[src/rtl/gbuff_c_pkg.sv]
// Shared constants and FSM state type for the buffer C controller.
//   ADDR_BITS / DATA_BITS / DEPTH : default buffer geometry
//   state_e                       : drain sequencer states
package gbuff_c_pkg;

  localparam int unsigned ADDR_BITS = 16;
  localparam int unsigned DATA_BITS = 128;
  localparam int unsigned DEPTH     = 16384;

  typedef enum logic [1:0] {
    IDLE  = 2'd0,
    DRAIN = 2'd1,
    DONE  = 2'd2
  } state_e;

endpackage

[src/rtl/gbuff_c_raw_check.sv]
// Read-after-write hazard comparator for the buffer C drain.
//   busy    : drain in progress
//   base    : first address of the drain window
//   cnt     : rows already written (before this cycle's handshake)
//   len     : total rows in the drain
//   rd_addr : requested read address
//   hazard  : read targets a row that has not been written yet
module gbuff_c_raw_check #(
  parameter int unsigned ADDR_BITS = gbuff_c_pkg::ADDR_BITS
) (
  input  logic                 busy,
  input  logic [ADDR_BITS-1:0] base,
  input  logic [ADDR_BITS-1:0] cnt,
  input  logic [ADDR_BITS-1:0] len,
  input  logic [ADDR_BITS-1:0] rd_addr,
  output logic                 hazard
);

  localparam int unsigned WIDE_BITS = ADDR_BITS + 1;

  logic [WIDE_BITS-1:0] pend_lo;
  logic [WIDE_BITS-1:0] pend_hi;
  logic [WIDE_BITS-1:0] addr_w;

  // One extra bit so base+len cannot wrap at the top of the address space.
  assign pend_lo = WIDE_BITS'(base) + WIDE_BITS'(cnt);
  assign pend_hi = WIDE_BITS'(base) + WIDE_BITS'(len);
  assign addr_w  = WIDE_BITS'(rd_addr);

  assign hazard = busy && (addr_w >= pend_lo) && (addr_w < pend_hi);

endmodule

[src/rtl/gbuff_c_ctrl.sv]
// Sequencer for the TPU output global buffer C.
//   drain_*         : drain command and status (start/base/len, busy/done/err)
//   acc_*           : valid/ready stream of result rows from the accumulators
//   rd_*            : pipelined CFU read port (request/ready, valid/data)
//   gb_wr_en/index/data_in   : buffer write port (buffer clocks on negedge)
//   gb_out/index_out/data_out: buffer read port
// Reads stall only while they target rows of the current drain not yet written.
module gbuff_c_ctrl #(
  parameter int unsigned ADDR_BITS = gbuff_c_pkg::ADDR_BITS,
  parameter int unsigned DATA_BITS = gbuff_c_pkg::DATA_BITS,
  parameter int unsigned DEPTH     = gbuff_c_pkg::DEPTH
) (
  input  logic                 clk,
  input  logic                 rst_n,
  input  logic                 drain_start,
  input  logic [ADDR_BITS-1:0] drain_base,
  input  logic [ADDR_BITS-1:0] drain_len,
  input  logic                 acc_valid,
  output logic                 acc_ready,
  input  logic [DATA_BITS-1:0] acc_data,
  output logic                 drain_busy,
  output logic                 drain_done,
  output logic                 drain_err,
  input  logic                 rd_req,
  output logic                 rd_ready,
  input  logic [ADDR_BITS-1:0] rd_addr,
  output logic                 rd_valid,
  output logic [DATA_BITS-1:0] rd_data,
  output logic                 gb_wr_en,
  output logic [ADDR_BITS-1:0] gb_index,
  output logic [DATA_BITS-1:0] gb_data_in,
  output logic                 gb_out,
  output logic [ADDR_BITS-1:0] gb_index_out,
  input  logic [DATA_BITS-1:0] gb_data_out
);

  import gbuff_c_pkg::*;

  localparam int unsigned WIDE_BITS = ADDR_BITS + 1;

  state_e               state_q, state_d;
  logic [ADDR_BITS-1:0] base_q, base_d;
  logic [ADDR_BITS-1:0] len_q, len_d;
  logic [ADDR_BITS-1:0] cnt_q, cnt_d;

  logic                 acc_ready_q, acc_ready_d;
  logic                 busy_q, busy_d;
  logic                 done_q, done_d;
  logic                 err_q, err_d;
  logic                 wr_en_q, wr_en_d;
  logic [ADDR_BITS-1:0] wr_index_q, wr_index_d;
  logic [DATA_BITS-1:0] wr_data_q, wr_data_d;
  logic                 rd_issue_q, rd_issue_d;
  logic [ADDR_BITS-1:0] rd_index_q, rd_index_d;
  logic                 rd_valid_q, rd_valid_d;
  logic [DATA_BITS-1:0] rd_data_q, rd_data_d;

  logic                 hazard;
  logic                 acc_hs;
  logic                 rd_acc;
  logic [ADDR_BITS-1:0] cnt_inc;
  logic [WIDE_BITS-1:0] start_end;

  // Stall reads that would see a row of the active drain before it lands.
  gbuff_c_raw_check #(
    .ADDR_BITS (ADDR_BITS)
  ) u_raw_check (
    .busy    (busy_q),
    .base    (base_q),
    .cnt     (cnt_q),
    .len     (len_q),
    .rd_addr (rd_addr),
    .hazard  (hazard)
  );

  assign rd_ready  = ~hazard;
  assign rd_acc    = rd_req && rd_ready;
  assign acc_hs    = acc_ready_q && acc_valid;
  assign cnt_inc   = cnt_q + ADDR_BITS'(1);
  assign start_end = WIDE_BITS'(drain_base) + WIDE_BITS'(drain_len);

  // Next-state and registered-output logic.
  always_comb begin
    state_d    = state_q;
    base_d     = base_q;
    len_d      = len_q;
    cnt_d      = cnt_q;
    err_d      = 1'b0;
    wr_en_d    = 1'b0;
    wr_index_d = wr_index_q;
    wr_data_d  = wr_data_q;

    case (state_q)
      IDLE: begin
        if (drain_start) begin
          if (drain_len == '0) begin
            base_d  = drain_base;
            len_d   = drain_len;
            cnt_d   = '0;
            state_d = DONE;
          end else if (start_end > WIDE_BITS'(DEPTH)) begin
            err_d = 1'b1;
          end else begin
            base_d  = drain_base;
            len_d   = drain_len;
            cnt_d   = '0;
            state_d = DRAIN;
          end
        end
      end
      DRAIN: begin
        err_d = drain_start;
        if (acc_hs) begin
          wr_en_d    = 1'b1;
          wr_index_d = base_q + cnt_q;
          wr_data_d  = acc_data;
          cnt_d      = cnt_inc;
          if (cnt_inc == len_q) begin
            state_d = DONE;
          end
        end
      end
      DONE: begin
        err_d   = drain_start;
        state_d = IDLE;
      end
      default: begin
        state_d = IDLE;
      end
    endcase

    acc_ready_d = (state_d == DRAIN);
    busy_d      = (state_d == DRAIN);
    done_d      = (state_d == DONE);

    rd_issue_d  = rd_acc;
    rd_index_d  = rd_acc ? rd_addr : rd_index_q;
    // Buffer data is valid one cycle after the issue, sampled at its negedge.
    rd_valid_d  = rd_issue_q;
    rd_data_d   = rd_issue_q ? gb_data_out : rd_data_q;
  end

  // State and output registers.
  always_ff @(posedge clk or negedge rst_n) begin
    if (!rst_n) begin
      state_q     <= IDLE;
      base_q      <= '0;
      len_q       <= '0;
      cnt_q       <= '0;
      acc_ready_q <= 1'b0;
      busy_q      <= 1'b0;
      done_q      <= 1'b0;
      err_q       <= 1'b0;
      wr_en_q     <= 1'b0;
      wr_index_q  <= '0;
      wr_data_q   <= '0;
      rd_issue_q  <= 1'b0;
      rd_index_q  <= '0;
      rd_valid_q  <= 1'b0;
      rd_data_q   <= '0;
    end else begin
      state_q     <= state_d;
      base_q      <= base_d;
      len_q       <= len_d;
      cnt_q       <= cnt_d;
      acc_ready_q <= acc_ready_d;
      busy_q      <= busy_d;
      done_q      <= done_d;
      err_q       <= err_d;
      wr_en_q     <= wr_en_d;
      wr_index_q  <= wr_index_d;
      wr_data_q   <= wr_data_d;
      rd_issue_q  <= rd_issue_d;
      rd_index_q  <= rd_index_d;
      rd_valid_q  <= rd_valid_d;
      rd_data_q   <= rd_data_d;
    end
  end

  assign acc_ready    = acc_ready_q;
  assign drain_busy   = busy_q;
  assign drain_done   = done_q;
  assign drain_err    = err_q;
  assign gb_wr_en     = wr_en_q;
  assign gb_index     = wr_index_q;
  assign gb_data_in   = wr_data_q;
  assign gb_out       = rd_issue_q;
  assign gb_index_out = rd_index_q;
  assign rd_valid     = rd_valid_q;
  assign rd_data      = rd_data_q;

endmodule

[config.mk]
export PLATFORM = sky130hd
export DESIGN_NAME = gbuff_c_ctrl
export DESIGN_NICKNAME = d
export VERILOG_FILES = /design/src/rtl/gbuff_c_pkg.sv /design/src/rtl/gbuff_c_raw_check.sv /design/src/rtl/gbuff_c_ctrl.sv
export SDC_FILE = /design/constraint.sdc
export NUM_CORES = 1
export LEC_CHECK = 0
export ABC_AREA = 1
export CORE_AREA = 10 10 229 231
export CTS_CLUSTER_DIAMETER = 120
export DETAILED_ROUTE_END_ITERATION = 7
export DIE_AREA = 0 0 239 241
export DONT_BUFFER_PORTS = 1
export PLACE_DENSITY_LB_ADDON = 0.1
export SLEW_MARGIN = 15
export SYNTH_ARGS = -nofsm -noshare
export SYNTH_HDL_FRONTEND = slang
export SYNTH_SLANG_ARGS = --single-unit
[constraint.sdc]
create_clock -name clk -period 4.7 [get_ports clk]
set_input_delay 0.47 -clock clk [delete_from_list [all_inputs] [get_ports clk]]
set_output_delay 0.47 -clock clk [all_outputs]
set_load 0.05 [all_outputs]
==> summary.txt <==
Critical path
  • Startpoint Class: flop
  • Crit Path Class: reg2out
  • Critical path arrival: 3870 ps
  • CP required: 4230 ps
  • Crit-path max FO: 5
  • Setup crit end kind: output pin

Timing
  • Final setup viols: 0
  • Pins Over Slew Limit: 0
  • Slew of the pin with the lowest slew margin: 1260 ps
  • Hold WS: -385 ps
  • Fin crit period: 4340 ps
  • Skew final: 15.3 ps
  • Fin crit share: 92.3%
  • Slew headroom: 15.7%
  • Fmax: 230 MHz
  • Final Hold Fails: 344
  • RSZ-0062 raised after global routing: false
  • Setup tns final: 0 ps

Flow run
  • Max-cap viol count: 0

Yosys
  • Number of flops mapped to enable cells by yosys: 0
  • Synth Instances: 1828
  • Most used flip-flop cell after synthesis: dfrtp_1
  • Count of different cell masters after synthesis: 48
  • Synthesized cell area: 0.0168 mm2
  • Synthesized flop and latch total: 344
  • Post-synthesis sequential area ratio: 51.1%
  • Synthesis Warnings: 0
  • Mean Syn Cell Area: 9.21 um2
  • Async S/R FF share, synth: 100%
  • Synthesized Nets: 2223

Die
  • DIE HEIGHT: 241 um
  • Die area: 0.0576 mm2
  • # rows: 80
  • Ports: 605
  • Starting Density: 35.4%
  • Core Area: 0.0475 mm2
  • DIE WIDTH: 239 um

Route
  • Drt first-iter violations: 739
  • Via density per instance: 5.00
  • Antenna-violating nets left: 0
  • Pre-antenna DRT Iters: 5
  • DRC: 0
  • Routed wire length per instance: 24.5 um
  • Vias: 12300
  • DRT Wirelength: 60400 um

GRT
  • Initial antenna violation count: 3
  • Global-route wire length before repair: 84700 um
  • Vias in the first global route: 12200
  • Largest net degree at the start of global routing: 345
  • Global-route usage over all layers: 19.8%
  • Overflow after GRT: 0

CTS
  • Worst-case clock buffer depth: 3
  • Hold buffer count at CTS: 3
  • H-tree levels: 2
  • CTS clk-pin slew, worst paths: 60 ps
  • Clock Latency Late Sink: 550 ps
  • CTS Buf Count: 40
  • CTS root buffer: clkbuf_16
  • CTS tree: yes
  • CTS Sinks: 344

Place
  • Final RePlAce weighted congestion: 0.856
  • PortBufs: 0
  • Area post-placement: 0.0174 mm2
  • HPWL Detailed: 48300 um

Hold path
  • Hold Path Class: in2async

Final layout
  • Layout area overhead: 11.8%
  • Share of cells above drive strength 1: 14.3%
  • Design area: 0.0188 mm2
  • Post-layout nets: 2220

Status
  • Violations in the final reports: hold timing
  • Status: finished with violations
==> cell usage in the layout (no fill, tap or decap), types with 4 or more instances in the layout <==
| master | count |
|---|---|
| clkbuf_1 | 9 |
| nand3b_1 | 8 |
| a21oi_2 | 6 |
| clkbuf_16 | 40 |
| nand3_2 | 9 |
| xnor2_1 | 13 |
| o21ai_2 | 21 |
| inv_1 | 127 |
| nand4_1 | 16 |
| o21ai_1 | 19 |
| nor3_1 | 12 |
| nand2_2 | 9 |
| ha_1 | 82 |
| a21o_1 | 6 |
| nand2_1 | 672 |
| xor2_1 | 22 |
| o21ai_0 | 26 |
| nor2_2 | 4 |
| mux2_2 | 128 |
| buf_4 | 10 |
| a21oi_1 | 52 |
| clkbuf_8 | 11 |
| nand3_1 | 74 |
| nor2_1 | 80 |
| or2_2 | 4 |
| dfrtp_1 | 343 |
==> final cells by class <==
cell class,count,area (um2)
Timing Repair Buffer,13,105
Sequential cell,344,8610
Tap cell,615,769
Antenna cell,1,2.50
Fill cell,4778,28700
Inverter,128,483
Multi-Input combinational cell,1298,7520
Clock buffer,60,1190
Clock inverter,8,130
==> kinds of logic after synthesis <==
kind of cell	after synthesis	share of synthesized area, %
xor gates and xnor gates	35	1.82
buffers and inverters	188	4.59
muxes	128	8.56
AOI/OAI and AO/OA	150	5.41
and+or+nand+nor	897	22.0
adders and majority gates	86	6.53
DFF	344	51.1
==> path summary, 6_finish.rpt <==
path / start / depth (start not counted) / endpoint / slack, ps
worst max-delay path: len_q[0] / 18 / rd_ready / 360
worst min-delay path: rst_n / 0 / gb_data_in[103] / -390
worst max register to register: len_q[0] / 21 / gb_index_out[8] / 880
worst min register to register: len_q[1] / 2 / len_q[1] / 530
max in group asynchronous: rst_n / 0 / gb_out / 3900
min in group clk: acc_data[126] / 2 / gb_data_in[126] / 30
==> metrics by stage <==
| step | cells | worst slack [ps] | utilization, % |
|---|---|---|---|
| 2_1_floorplan | 1828 | 873 | - |
| 3_3_place_gp | 2392 | 608 | 36.6 |
| 3_5_place_dp | 2392 | 558 | 36.6 |
| 4_1_cts | 2463 | 48.3 | 39.4 |
| 5_1_grt | 2467 | 35.7 | 39.6 |
| 6_report | 2467 | 361 | 39.6 |
==> flip-flops by register name (all words and copies together) (netlist names) <==
register,cells
gb_out,1
gb_wr_en,1
gb_index_out,16
drain_err,1
len_q,16
state_q,2
rd_data,128
drain_done,1
gb_index,16
gb_data_in,128
cnt_q,16
drain_busy,1
base_q,16
rd_valid,1
==> synth_stat cells, drive strengths merged, types with 8 or more instances <==
| library cell | instances | area (um2) |
|---|---|---|
| a21oi | 58 | 309 |
| buf | 13 | 115 |
| clkbuf | 47 | 176 |
| dfrtp | 344 | 8610 |
| ha | 83 | 1040 |
| inv | 127 | 477 |
| mux2 | 128 | 1440 |
| nand2 | 682 | 2590 |
| nand3 | 83 | 475 |
| nand3b | 8 | 60.1 |
| nand4 | 16 | 100 |
| nor2 | 87 | 344 |
| nor3 | 14 | 80.1 |
| o21ai | 66 | 405 |
| xnor2 | 13 | 114 |
| xor2 | 22 | 193 |
==> repair_timing <==
action | CTS | global route
pin swaps | 0 | 2
gates resized for setup | 1 | 13
gates cloned | 0 | 2
setup endpoints to repair | 1 | 1
buffers inserted | 0 | 1
hold endpoints to repair | 347 | 344
==> critical path, cell delays in order, from the launching register on <==
cell     delay, ps
dfrtp_1        390
ha_1           180
inv_1           70
fa_1           410
o21ai_2        220
nand2_1         90
nand3_2        100
nand2_1         90
o31ai_2        250
a31oi_1        130
xor2_1         160
ha_1           290
a21o_1         160
nand4_1         80
nand2_1         60
nor2_1         100
nand2_1         90
nor2_4         170
nand3_4        260
==> metal layers <==
layer	vias up	wire, um	global-route usage [%]	share of wire (%)
met5	-	13	0	0.022
met4	2	1450	5.79	2.4
met3	79	5870	7.62	9.7
met2	450	30400	34.0	50
met1	5879	22700	22.4	38
li1	5914	-	-	-
Power is not shown: default switching activity piles up to over one toggle a cycle in this logic, so the estimate is an artifact.
